**config.mk**
```make
export PLATFORM = sky130hd
export DESIGN_NAME = frame_receiver_flat
export DESIGN_NICKNAME = d
export VERILOG_FILES = /design/src/rtl/frame_receiver_pkg.sv /design/src/rtl/frame_receiver_if.sv /design/src/rtl/frame_receiver_sym_sync.sv /design/src/rtl/frame_receiver.sv /design/src/flat_wrapper.sv
export SDC_FILE = /design/constraint.sdc
export NUM_CORES = 1
export LEC_CHECK = 0
export CELL_PAD_IN_SITES_DETAIL_PLACEMENT = 1
export CELL_PAD_IN_SITES_GLOBAL_PLACEMENT = 1
export CORE_MARGIN = 3
export CORE_UTILIZATION = 42
export CTS_BUF_LIST = sky130_fd_sc_hd__clkbuf_16
export DETAILED_ROUTE_END_ITERATION = 6
export HOLD_SLACK_MARGIN = 0.15
export PLACE_DENSITY_LB_ADDON = 0.1
export SETUP_SLACK_MARGIN = 0.2
export SYNTH_ARGS = -nofsm -noshare
export SYNTH_HDL_FRONTEND = slang
export SYNTH_SLANG_ARGS = --single-unit
```
**constraint.sdc**
```tcl
create_clock -name Clk -period 2.5 [get_ports Clk]
set_input_delay 0.5 -clock Clk [delete_from_list [all_inputs] [get_ports Clk]]
set_output_delay 0.5 -clock Clk [all_outputs]
set_load 0.005 [all_outputs]
```
**src/rtl/frame_receiver_pkg.sv**
```systemverilog
// Shared constants for the dual-rail frame receiver.
// FRAME_RECEIVER_PARITY_EN adds a trailing odd-parity symbol.
package frame_rx_pkg;

  localparam logic [1:0] ST_IDLE  = 2'd0;
  localparam logic [1:0] ST_FRAME = 2'd1;
  localparam logic [1:0] ST_ACK   = 2'd2;
  localparam logic [1:0] ST_DONE  = 2'd3;

  localparam logic [1:0] SYM_SPACER = 2'b00;
  localparam logic [1:0] SYM_ZERO   = 2'b01;
  localparam logic [1:0] SYM_ONE    = 2'b10;
  localparam logic [1:0] SYM_CTRL   = 2'b11;

`ifdef FRAME_RECEIVER_PARITY_EN
  localparam int FRAME_BITS = 9;
`else
  localparam int FRAME_BITS = 8;
`endif

  localparam logic [3:0] FRAME_CNT = 4'(FRAME_BITS);
  localparam logic [3:0] CNT_MAX   = 4'hF;

  typedef struct packed {
    logic fs;
    logic fe;
    logic one;
    logic zero;
  } ack_t;

endpackage

```
**src/rtl/frame_receiver_if.sv**
```systemverilog
// Channel/consumer side signals of the frame receiver.
// master drives symbols and rd; slave is the receiver.
interface frame_receiver_if;
  logic       bit0;
  logic       bit1;
  logic       rd;
  logic       fs_ack;
  logic       fe_ack;
  logic       one_ack;
  logic       zero_ack;
  logic       xo_ack;
  logic       fd_ack;
  logic [7:0] data;
  logic       data_valid;
  logic       frame_err;

  modport master (
    output bit0, bit1, rd,
    input  fs_ack, fe_ack, one_ack, zero_ack,
    input  xo_ack, fd_ack, data, data_valid, frame_err
  );

  modport slave (
    input  bit0, bit1, rd,
    output fs_ack, fe_ack, one_ack, zero_ack,
    output xo_ack, fd_ack, data, data_valid, frame_err
  );
endinterface

```
**src/rtl/frame_receiver_sym_sync.sv**
```systemverilog
// Two-flop synchronizer plus a two-sample stability filter
// for the asynchronous dual-rail symbol.
module sym_sync (
  input  logic       Clk,
  input  logic       Reset,
  input  logic       bit0,
  input  logic       bit1,
  output logic [1:0] sym,
  output logic       sym_valid
);

  logic [1:0] s1_q;
  logic [1:0] s2_q;
  logic [1:0] s3_q;

  always_ff @(posedge Clk) begin
    if (Reset) begin
      s1_q <= 2'b00;
      s2_q <= 2'b00;
      s3_q <= 2'b00;
    end else begin
      s1_q <= {bit1, bit0};
      s2_q <= s1_q;
      s3_q <= s2_q;
    end
  end

  assign sym       = s2_q;
  assign sym_valid = (s2_q == s3_q);

endmodule

```
**src/rtl/frame_receiver.sv**
```systemverilog
// Dual-rail frame receiver: start/data/end symbols with
// return-to-spacer acks. Optional FRAME_RECEIVER_PARITY_EN.
module frame_receiver
  import frame_rx_pkg::*;
(
  input  logic             Clk,
  input  logic             Reset,
  frame_receiver_if.slave  bus
);

  logic [1:0] sym;
  logic       sym_valid;

  sym_sync u_sync (
    .Clk       (Clk),
    .Reset     (Reset),
    .bit0      (bus.bit0),
    .bit1      (bus.bit1),
    .sym       (sym),
    .sym_valid (sym_valid)
  );

  logic [1:0]            state_q, state_d;
  logic [1:0]            ret_q, ret_d;
  ack_t                  ack_q, ack_d;
  logic                  xo_q, xo_d;
  logic                  err_q, err_d;
  logic [FRAME_BITS-1:0] sr_q, sr_d;
  logic [3:0]            cnt_q, cnt_d;
  logic                  ovf_q, ovf_d;
  logic [7:0]            data_q, data_d;
  logic                  par_ok;
  logic                  good;
  logic                  is_bit;

`ifdef FRAME_RECEIVER_PARITY_EN
  assign par_ok = ^sr_q;
`else
  assign par_ok = 1'b1;
`endif

  assign good   = (cnt_q == FRAME_CNT) && !ovf_q && par_ok;
  assign is_bit = (sym == SYM_ZERO) || (sym == SYM_ONE);

  always_comb begin
    state_d = state_q;
    ret_d   = ret_q;
    ack_d   = ack_q;
    xo_d    = 1'b0;
    err_d   = 1'b0;
    sr_d    = sr_q;
    cnt_d   = cnt_q;
    ovf_d   = ovf_q;
    data_d  = data_q;
    unique case (1'b1)
      (state_q == ST_IDLE): begin
        if (sym_valid && sym == SYM_CTRL) begin
          ack_d.fs = 1'b1;
          sr_d     = '0;
          cnt_d    = '0;
          ovf_d    = 1'b0;
          ret_d    = ST_FRAME;
          state_d  = ST_ACK;
        end else if (sym_valid && is_bit) begin
          ack_d.one  = (sym == SYM_ONE);
          ack_d.zero = (sym == SYM_ZERO);
          err_d      = 1'b1;
          ret_d      = ST_IDLE;
          state_d    = ST_ACK;
        end
      end
      (state_q == ST_FRAME): begin
        if (sym_valid && is_bit) begin
          ack_d.one  = (sym == SYM_ONE);
          ack_d.zero = (sym == SYM_ZERO);
          // Surplus bits are acked but never reach the word
          if (cnt_q < FRAME_CNT)
            sr_d = {sr_q[FRAME_BITS-2:0], sym == SYM_ONE};
          else
            ovf_d = 1'b1;
          if (cnt_q != CNT_MAX)
            cnt_d = cnt_q + 4'd1;
          ret_d   = ST_FRAME;
          state_d = ST_ACK;
        end else if (sym_valid && sym == SYM_CTRL) begin
          ack_d.fe = 1'b1;
          state_d  = ST_ACK;
          if (good) begin
            ret_d  = ST_DONE;
            data_d = sr_q[FRAME_BITS-1 -: 8];
          end else begin
            ret_d = ST_IDLE;
            err_d = 1'b1;
          end
        end
      end
      (state_q == ST_ACK): begin
        if (sym_valid && sym == SYM_SPACER) begin
          ack_d   = '0;
          xo_d    = 1'b1;
          state_d = ret_q;
        end
      end
      (state_q == ST_DONE): begin
        if (bus.rd)
          state_d = ST_IDLE;
      end
      default: ;
    endcase
  end

  always_ff @(posedge Clk) begin
    if (Reset) begin
      state_q <= ST_IDLE;
      ret_q   <= ST_IDLE;
      ack_q   <= '0;
      xo_q    <= 1'b0;
      err_q   <= 1'b0;
      sr_q    <= '0;
      cnt_q   <= '0;
      ovf_q   <= 1'b0;
      data_q  <= 8'h00;
    end else begin
      state_q <= state_d;
      ret_q   <= ret_d;
      ack_q   <= ack_d;
      xo_q    <= xo_d;
      err_q   <= err_d;
      sr_q    <= sr_d;
      cnt_q   <= cnt_d;
      ovf_q   <= ovf_d;
      data_q  <= data_d;
    end
  end

  assign bus.fs_ack     = ack_q.fs;
  assign bus.fe_ack     = ack_q.fe;
  assign bus.one_ack    = ack_q.one;
  assign bus.zero_ack   = ack_q.zero;
  assign bus.xo_ack     = xo_q;
  assign bus.fd_ack     = (state_q == ST_DONE);
  assign bus.data_valid = (state_q == ST_DONE);
  assign bus.data       = data_q;
  assign bus.frame_err  = err_q;

endmodule

```
**src/flat_wrapper.sv**
```systemverilog
// flat-port wrapper written by rule: the top's interface ports become plain ports
module frame_receiver_flat import frame_rx_pkg::*;
  (Clk, Reset, bus_bit0, bus_bit1, bus_rd, bus_fs_ack, bus_fe_ack, bus_one_ack, bus_zero_ack, bus_xo_ack, bus_fd_ack, bus_data, bus_data_valid, bus_frame_err);
  frame_receiver_if bus_i ();
  input  logic Clk;
  input  logic Reset;
  input wire logic [$bits(bus_i.bit0)-1:0] bus_bit0;
  input wire logic [$bits(bus_i.bit1)-1:0] bus_bit1;
  input wire logic [$bits(bus_i.rd)-1:0] bus_rd;
  output wire logic [$bits(bus_i.fs_ack)-1:0] bus_fs_ack;
  output wire logic [$bits(bus_i.fe_ack)-1:0] bus_fe_ack;
  output wire logic [$bits(bus_i.one_ack)-1:0] bus_one_ack;
  output wire logic [$bits(bus_i.zero_ack)-1:0] bus_zero_ack;
  output wire logic [$bits(bus_i.xo_ack)-1:0] bus_xo_ack;
  output wire logic [$bits(bus_i.fd_ack)-1:0] bus_fd_ack;
  output wire logic [$bits(bus_i.data)-1:0] bus_data;
  output wire logic [$bits(bus_i.data_valid)-1:0] bus_data_valid;
  output wire logic [$bits(bus_i.frame_err)-1:0] bus_frame_err;
  assign bus_i.bit0 = bus_bit0;
  assign bus_i.bit1 = bus_bit1;
  assign bus_i.rd = bus_rd;
  assign bus_fs_ack = bus_i.fs_ack;
  assign bus_fe_ack = bus_i.fe_ack;
  assign bus_one_ack = bus_i.one_ack;
  assign bus_zero_ack = bus_i.zero_ack;
  assign bus_xo_ack = bus_i.xo_ack;
  assign bus_fd_ack = bus_i.fd_ack;
  assign bus_data = bus_i.data;
  assign bus_data_valid = bus_i.data_valid;
  assign bus_frame_err = bus_i.frame_err;
  frame_receiver u_core (.Clk(Clk), .Reset(Reset), .bus(bus_i));
endmodule
```
=== Yosys cells after proc, flatten, opt, wreduce, memory -nomap -nowiden ===
Index checks and enable logic that the tools add are counted.
Widths: inputs -> output; s select.

* Flip-flop bits (word level): 37
* Bits of input ports: 5
* Output and inout bits: 16
* Logic and storage cells: 103

* $add $sub $neg: 1
* $lt $le $gt $ge: 1
* Eq/ne operators: 21
* Muxes and demuxes: 40
* Bitwise operators: 2
* Reduce and logical (&&, ||, !) cells: 23

{| class="wikitable"
|+ Operators by type and width
! kind !! number
|-
| $mux 2 || 13
|-
| $mux 8 || 3
|-
| $reduce_and 4->1 || 5
|-
| $mux 4 || 4
|-
| $ne 2x2->1 const B || 8
|-
| $pmux 8 s2 || 1
|-
| $mux 1 || 11
|-
| $reduce_and 3->1 || 3
|-
| $eq 2x2->1 const B || 4
|-
| $pmux 1 s2 || 4
|-
| $pmux 2 s4 || 1
|-
| $pmux 4 s2 || 1
|-
| $pmux 2 s3 || 1
|-
| $reduce_bool 2->1 || 3
|-
| $reduce_and 5->1 || 1
|-
| $add 4x1->4 const B || 1
|-
| $eq 2x1->1 const B || 2
|-
| $eq 4x4->1 const B || 1
|-
| $logic_and 1x1->1 || 4
|-
| $logic_not 2->1 || 2
|-
| $lt 4x4->1 const B || 1
|-
| $ne 2x1->1 const B || 2
|-
| $ne 4x4->1 const B || 1
|-
| $pmux 2 s2 || 1
|-
| 9 further kinds || 10
|}

=== Depth between registers and ports, before layout ===
* Depth in word-level cells: 6
* Depth in mapped cells: 6
* Gate-level depth less buffers: 6

=== Cells and area by module ===
From an unflattened synthesis, not the netlist that was laid out.

* Cells, all modules: 176
* Area total of the unflattened synthesis: 1709.1 µm²

{| class="wikitable"
|+ By module, submodules not included
! module !! times used !! cells an instance !! area an instance (µm²) !! seq. area each (µm²)
|-
| frame_receiver || 1 || 161 || 1527.7 || 620.6
|-
| sym_sync || 1 || 15 || 181.4 || 120.1
|}

=== Worst setup path after synthesis ===
Ideal clock, no wire load.

* Path kind: flip-flop to flip-flop
* From: register u_core.u_sync.s2_q[0] (netlist: u_core.u_sync.sym[0])
* To: register u_core.data_q[0] (netlist: u_core.bus.data[0])
* Setup time: 0.118 ns
* Data arrival time: 1.677 ns
* Required time: 2.382 ns
* Slack: 0.705 ns
* Cell stages (with the launch flop): 6
* Buffers on the path: 1
* Period minus slack after synthesis: 1.795 ns
* Cell sequence: dfxtp_1 -> inv_1 -> ha_1 -> or4_4 -> buf_6 -> mux2i_1

* Cells in the longest elaborated chain, start to end: 5
* Elaborated cells on any way between the ends: 9
* Classes of those cells: 4 x eq/ne; 1 x bitwise; 4 x reduce/logical

{| class="wikitable"
|+ Ends and longest elaborated chain
! item !! line !! RTL
|-
| start: declaration || frame_receiver_sym_sync.sv:13 || <nowiki>logic [1:0] s2_q;</nowiki>
|-
| start signal: assignment || frame_receiver_sym_sync.sv:23 || <nowiki>s2_q <= s1_q;</nowiki>
|-
| $eq 2x1->1 or $eq 2x2->1 (tied branches) || frame_receiver.sv:43 || <nowiki>assign is_bit = (sym == SYM_ZERO) || (sym == SYM_ONE);</nowiki>
|-
| $logic_or 1x1->1 || frame_receiver.sv:43 ||
|-
| $logic_and 1x1->1 || frame_receiver.sv:73 || <nowiki>if (sym_valid && is_bit) begin</nowiki>
|-
| $not 1->1 (no source line) || n/a ||
|-
| $reduce_and 4->1 (no source line) * || n/a ||
|-
| end signal: assignment || frame_receiver.sv:132 || <nowiki>data_q <= data_d;</nowiki>
|-
| end: declaration || frame_receiver.sv:31 || <nowiki>logic [7:0] data_q, data_d;</nowiki>
|}

Mark *: on every way between the ends. The rest lies on a longest branch, timed or not.
A chain may end at the register's enable or synchronous reset.

=== Final worst setup path ===
* From: register u_core.state_q[0]
* To: output bus_fd_ack

* Cells in the longest elaborated chain, start to end: 1

{| class="wikitable"
|+ Ends and longest elaborated chain
! item !! line !! RTL
|-
| start: declaration || frame_receiver.sv:23 || <nowiki>logic [1:0] state_q, state_d;</nowiki>
|-
| start signal: assignment || frame_receiver.sv:124 || <nowiki>state_q <= state_d;</nowiki>
|-
| $eq 2x2->1 || frame_receiver.sv:141 || <nowiki>assign bus.fd_ack = (state_q == ST_DONE);</nowiki>
|-
| end: declaration || flat_wrapper.sv:15 || <nowiki>output wire logic [$bits(bus_i.fd_ack)-1:0] bus_fd_ack;</nowiki>
|}

Every way passes these cells.

==> summary.md <==
| Metric | Value |
|---|---|
| Initial antenna violation count | `0` |
| CTS tree | `built` |
| Netlist Area Pre-Place | `about 1700 sq um` |
| Internal power | `~1.2 mW` |
| Die area | `4790 sq um` |
| Area contributors post-synth | `dfxtp_1 (44%), mux2i_1 (6.0%), nand2_1 (4.9%), a22o_1 (4.7%), ha_1 (4.5%)` |
| WS Path Type | `reg2out` |
| Area delta synth->final | `24.4%` |
| Die Y-Extent | `~69 um` |
| Post-synth top flop | `dfxtp_1` |
| Worst R2R End | `u_core.cnt_q[2]` |
| Register-to-Register Path Depth | `6` |
| FP Rows | `22` |
| Post-route cell area | `2090 sq um` |
| Flop pwr share | `roughly 41%` |
| RSZ-0062 raised after global routing | `no` |
| Sum Neg Setup Slack | `0 ns` |
| Worst-margin pin slew | `0.672 ns` |
| Combinational share of power | `5.6%` |
| Net Count, Synth | `182` |
| Slew Limit Headroom | `54.6%` |
| Area post-placement | `~1900 sq um` |
| Hold path endpoint | `u_core.u_sync.sym[0]` |
| Req. time, crit path | `2.00 ns` |
| Total CTS buffers | `5` |
| Port Buffers | `20` |
| Clock slew at reported path FFs | `0.05 ns` |
| Post-synth EDFFs | `0` |
| Startpoint types | `flop` |
| Worst hold stages | `1` |
| DR vias | `1327` |
| Post-CTS setup buffer count | `0` |
| P_sw | `a little under 0.3 mW` |
| Routed WL per cell | `16.2 um` |
| Die width | `a little under 70 um` |
| Final setup vio count | `0` |
| Share of flip-flops with an asynchronous set or reset | `0%` |
| Worst R2R Start | `u_core.u_sync.sym[0]` |
| FMAX | `0.465 GHz` |
| H-tree levels | `2` |
| Clock sink total | `37` |
| Sequential area share after synthesis | `approximately 44%` |
| Top fanout value on the critical path | `11` |
| Tot Pwr | `1.49 mW` |
| Synth cell types | `42` |
| Cell-by-cell trace of the critical path | `inv_1 -> nor2_1 -> clkdlybuf4s50_1` |
| Crit share post-route | `between 80% and 90%` |
| Total power per unit cell area | `715 nW/um^2` |
| Setup Skew | `0.00391 ns` |
| Post_cts resized | `0` |
| Core area | `3740 sq um` |
| GPL Wtd Cong | `0.768` |
| Slowest-stage cell, CP | `clkdlybuf4s50_1` |
| Via density | `5.48` |
| Vias in the first global route | `around 1400` |
| Worst-Skew Late Latency | `0.28 ns` |
| Post-DRT Antenna Nets | `0` |
| Yosys warns | `0` |
| Yosys top cell area share | `between 40% and 50%` |
| Layout cell share with drive strength beyond 1 | `11.9%` |
| MaxCap Viol Count | `0` |
| HP Class | `reg2reg` |
| Leak | `0.792 nW` |
| Crit end category | `output pin` |
| Sw frac | `19.5%` |
| Largest area contributor in the netlist | `dfxtp_1` |
| Grt total ovfl | `0` |
| Initial Util | `between 40% and 50%` |
| R2R Setup Slk | `0.48 ns` |
| Largest net degree at the start of global routing | `21` |
| Yosys reg bits | `37` |
| Initial drt markers | `55` |
| Final Critical Period | `2.15 ns` |
| Peak supply drop | `roughly 480 uV` |
| Max incr delay on CP | `0.53 ns` |
| Hold Fails Final Rpt | `0` |
| IO Count | `21` |
| Final WL | `approximately 3.9 mm` |
| DR pass1 iterations | `4` |
| Fin nets | `204` |
| Avg Cell Area, Syn | `just under 10 sq um` |
| Cts hold-fix bufs | `0` |
| Cell count after synthesis | `171` |
| ANT cells | `0` |
| Final HPWL DP | `2.86 mm` |
| Slew Limit Fails | `0` |
| HP Start | `u_core.u_sync.s1_q[0]` |
| First-pass GRT wire length | `6.86 mm` |
| Clk pwr share | `53.9%` |
| GRT Util Overall | `18.2%` |
| # DRC | `0` |
| Status | `finished, final reports clean` |
| Root Driver | `clkbuf_16` |
| Clock Path Buffers | `2` |
| WP data arrival | `1.65 ns` |
-- state kept, by name, indices dropped and copies added, names as in the netlist, 2 cells and up --
register            flops
u_core.state_q          2
u_core.cnt_q            4
u_core.sr_q             8
u_core.ret_q            2
u_core.bus.data         8
u_core.u_sync.s1_q      2
u_core.u_sync.s3_q      2
u_core.u_sync.sym       2
-- layer usage --
| layer | vias to the layer above | routed length, um | global-route usage [%] |
|---|---|---|---|
| met4 | 0 | 61 | 5.86 |
| met1 | 649 | 1680 | 20.3 |
| met5 | - | 0 | 0 |
| li1 | 654 | - | - |
| met3 | 5 | 107 | 5.22 |
| met2 | 19 | 2080 | 33.2 |
-- worst max-delay path by stage --
stage	startpoint	endpoint	slack, ns	cells after the start
3_5_place_dp	u_core.u_sync.sym[0]	u_core.sr_q[6]	0.48	5
4_1_cts	u_core.state_q[0]	bus_fd_ack	0.35	3
5_1_grt	u_core.state_q[0]	bus_fd_ack	0.24	3
2_1_floorplan	u_core.u_sync.sym[0]	u_core.bus.data[0]	0.70	5
3_3_place_gp	u_core.u_sync.sym[0]	u_core.sr_q[3]	0.55	5
6_report	u_core.state_q[0]	bus_fd_ack	0.35	3
-- Yosys cell counts, types with 2 or more instances --
library cell  count
a31oi_1           2
dfxtp_1          37
a22o_1            9
nor2b_1           5
o21ai_0           3
nor2_1            7
mux2i_1          10
buf_4             4
nand4_1           5
clkbuf_1          2
nand2_1          22
xnor2_2           2
nor3b_1           2
nand3_1           8
inv_1             7
buf_6             3
o211ai_1          2
nand2b_1          3
nor4_1            3
a21oi_1           7
and3_1            2
ha_1              6
-- cell families (layout without fill, tap and decap cells) --
kind of cell | count (synthesis) | in the layout | synth area share [%]
mux | 10 | 10 | 5.96
compound gates | 30 | 30 | 13.7
xor+xnor | 2 | 2 | 1.94
fa+ha+maj | 6 | 6 | 4.47
buf+inv | 16 | 39 | 5.81
simple gates | 70 | 70 | 24.0
flops | 37 | 37 | 44.1
-- cells in the final DEF (no fill, tap or decap), types with 2 or more instances in the layout --
master / Yosys / final
bufinv_16: 0 / 2
ha_1: 6 / 6
nor2b_1: 5 / 5
nand3_1: 8 / 8
dfxtp_1: 37 / 37
nand2_1: 22 / 22
nor4_1: 3 / 3
xnor2_2: 2 / 2
buf_4: 4 / 4
mux2i_1: 10 / 10
and3_1: 2 / 2
clkbuf_16: 0 / 5
o21ai_0: 3 / 3
nand4_1: 5 / 5
nand2b_1: 3 / 3
o211ai_1: 2 / 2
a22o_1: 9 / 9
clkdlybuf4s50_1: 0 / 20
nor2_1: 7 / 7
a31oi_1: 2 / 2
nor3b_1: 2 / 2
inv_1: 7 / 7
a21oi_1: 7 / 7
-- worst max-delay path, delay by kind of cell (launching register included) --
kind                   cells  cell delay [ns]
DFF                        1             0.49
buffers and inverters      2             0.71
and+or+nand+nor            1             0.17
-- power groups by stage --
stage | registers (mW) | clock network [mW] | logic [mW]
2_1_floorplan | 0.616 | 0 | 0.0601
3_3_place_gp | 0.618 | 0 | 0.0790
3_5_place_dp | 0.619 | 0 | 0.0811
4_1_cts | 0.606 | 0.822 | 0.0831
5_1_grt | 0.607 | 0.844 | 0.0926
6_report | 0.606 | 0.805 | 0.0829
-- stage by stage --
stage / instances / hold WS [ns] / utilization [%] / setup slack [ns]
global placement: 234 / 0.432 / 50.7 / 0.547
CTS: 242 / 0.455 / 55.8 / 0.354
finish: 242 / 0.451 / 55.8 / 0.350
floorplan: 171 / 0.414 / - / 0.705
global route: 242 / 0.472 / 55.8 / 0.241
detailed placement: 234 / 0.435 / 50.7 / 0.484
-- cell type report --
class	count	area [sq um]
Fill cell	438	1660
Sequential cell	37	741
Timing Repair Buffer	24	230
Clock inverter	3	65.1
Inverter	7	26.3
Clock buffer	5	125
Multi-Input combinational cell	118	841
Tap cell	48	60.1
(Power assumes the default switching activity.)
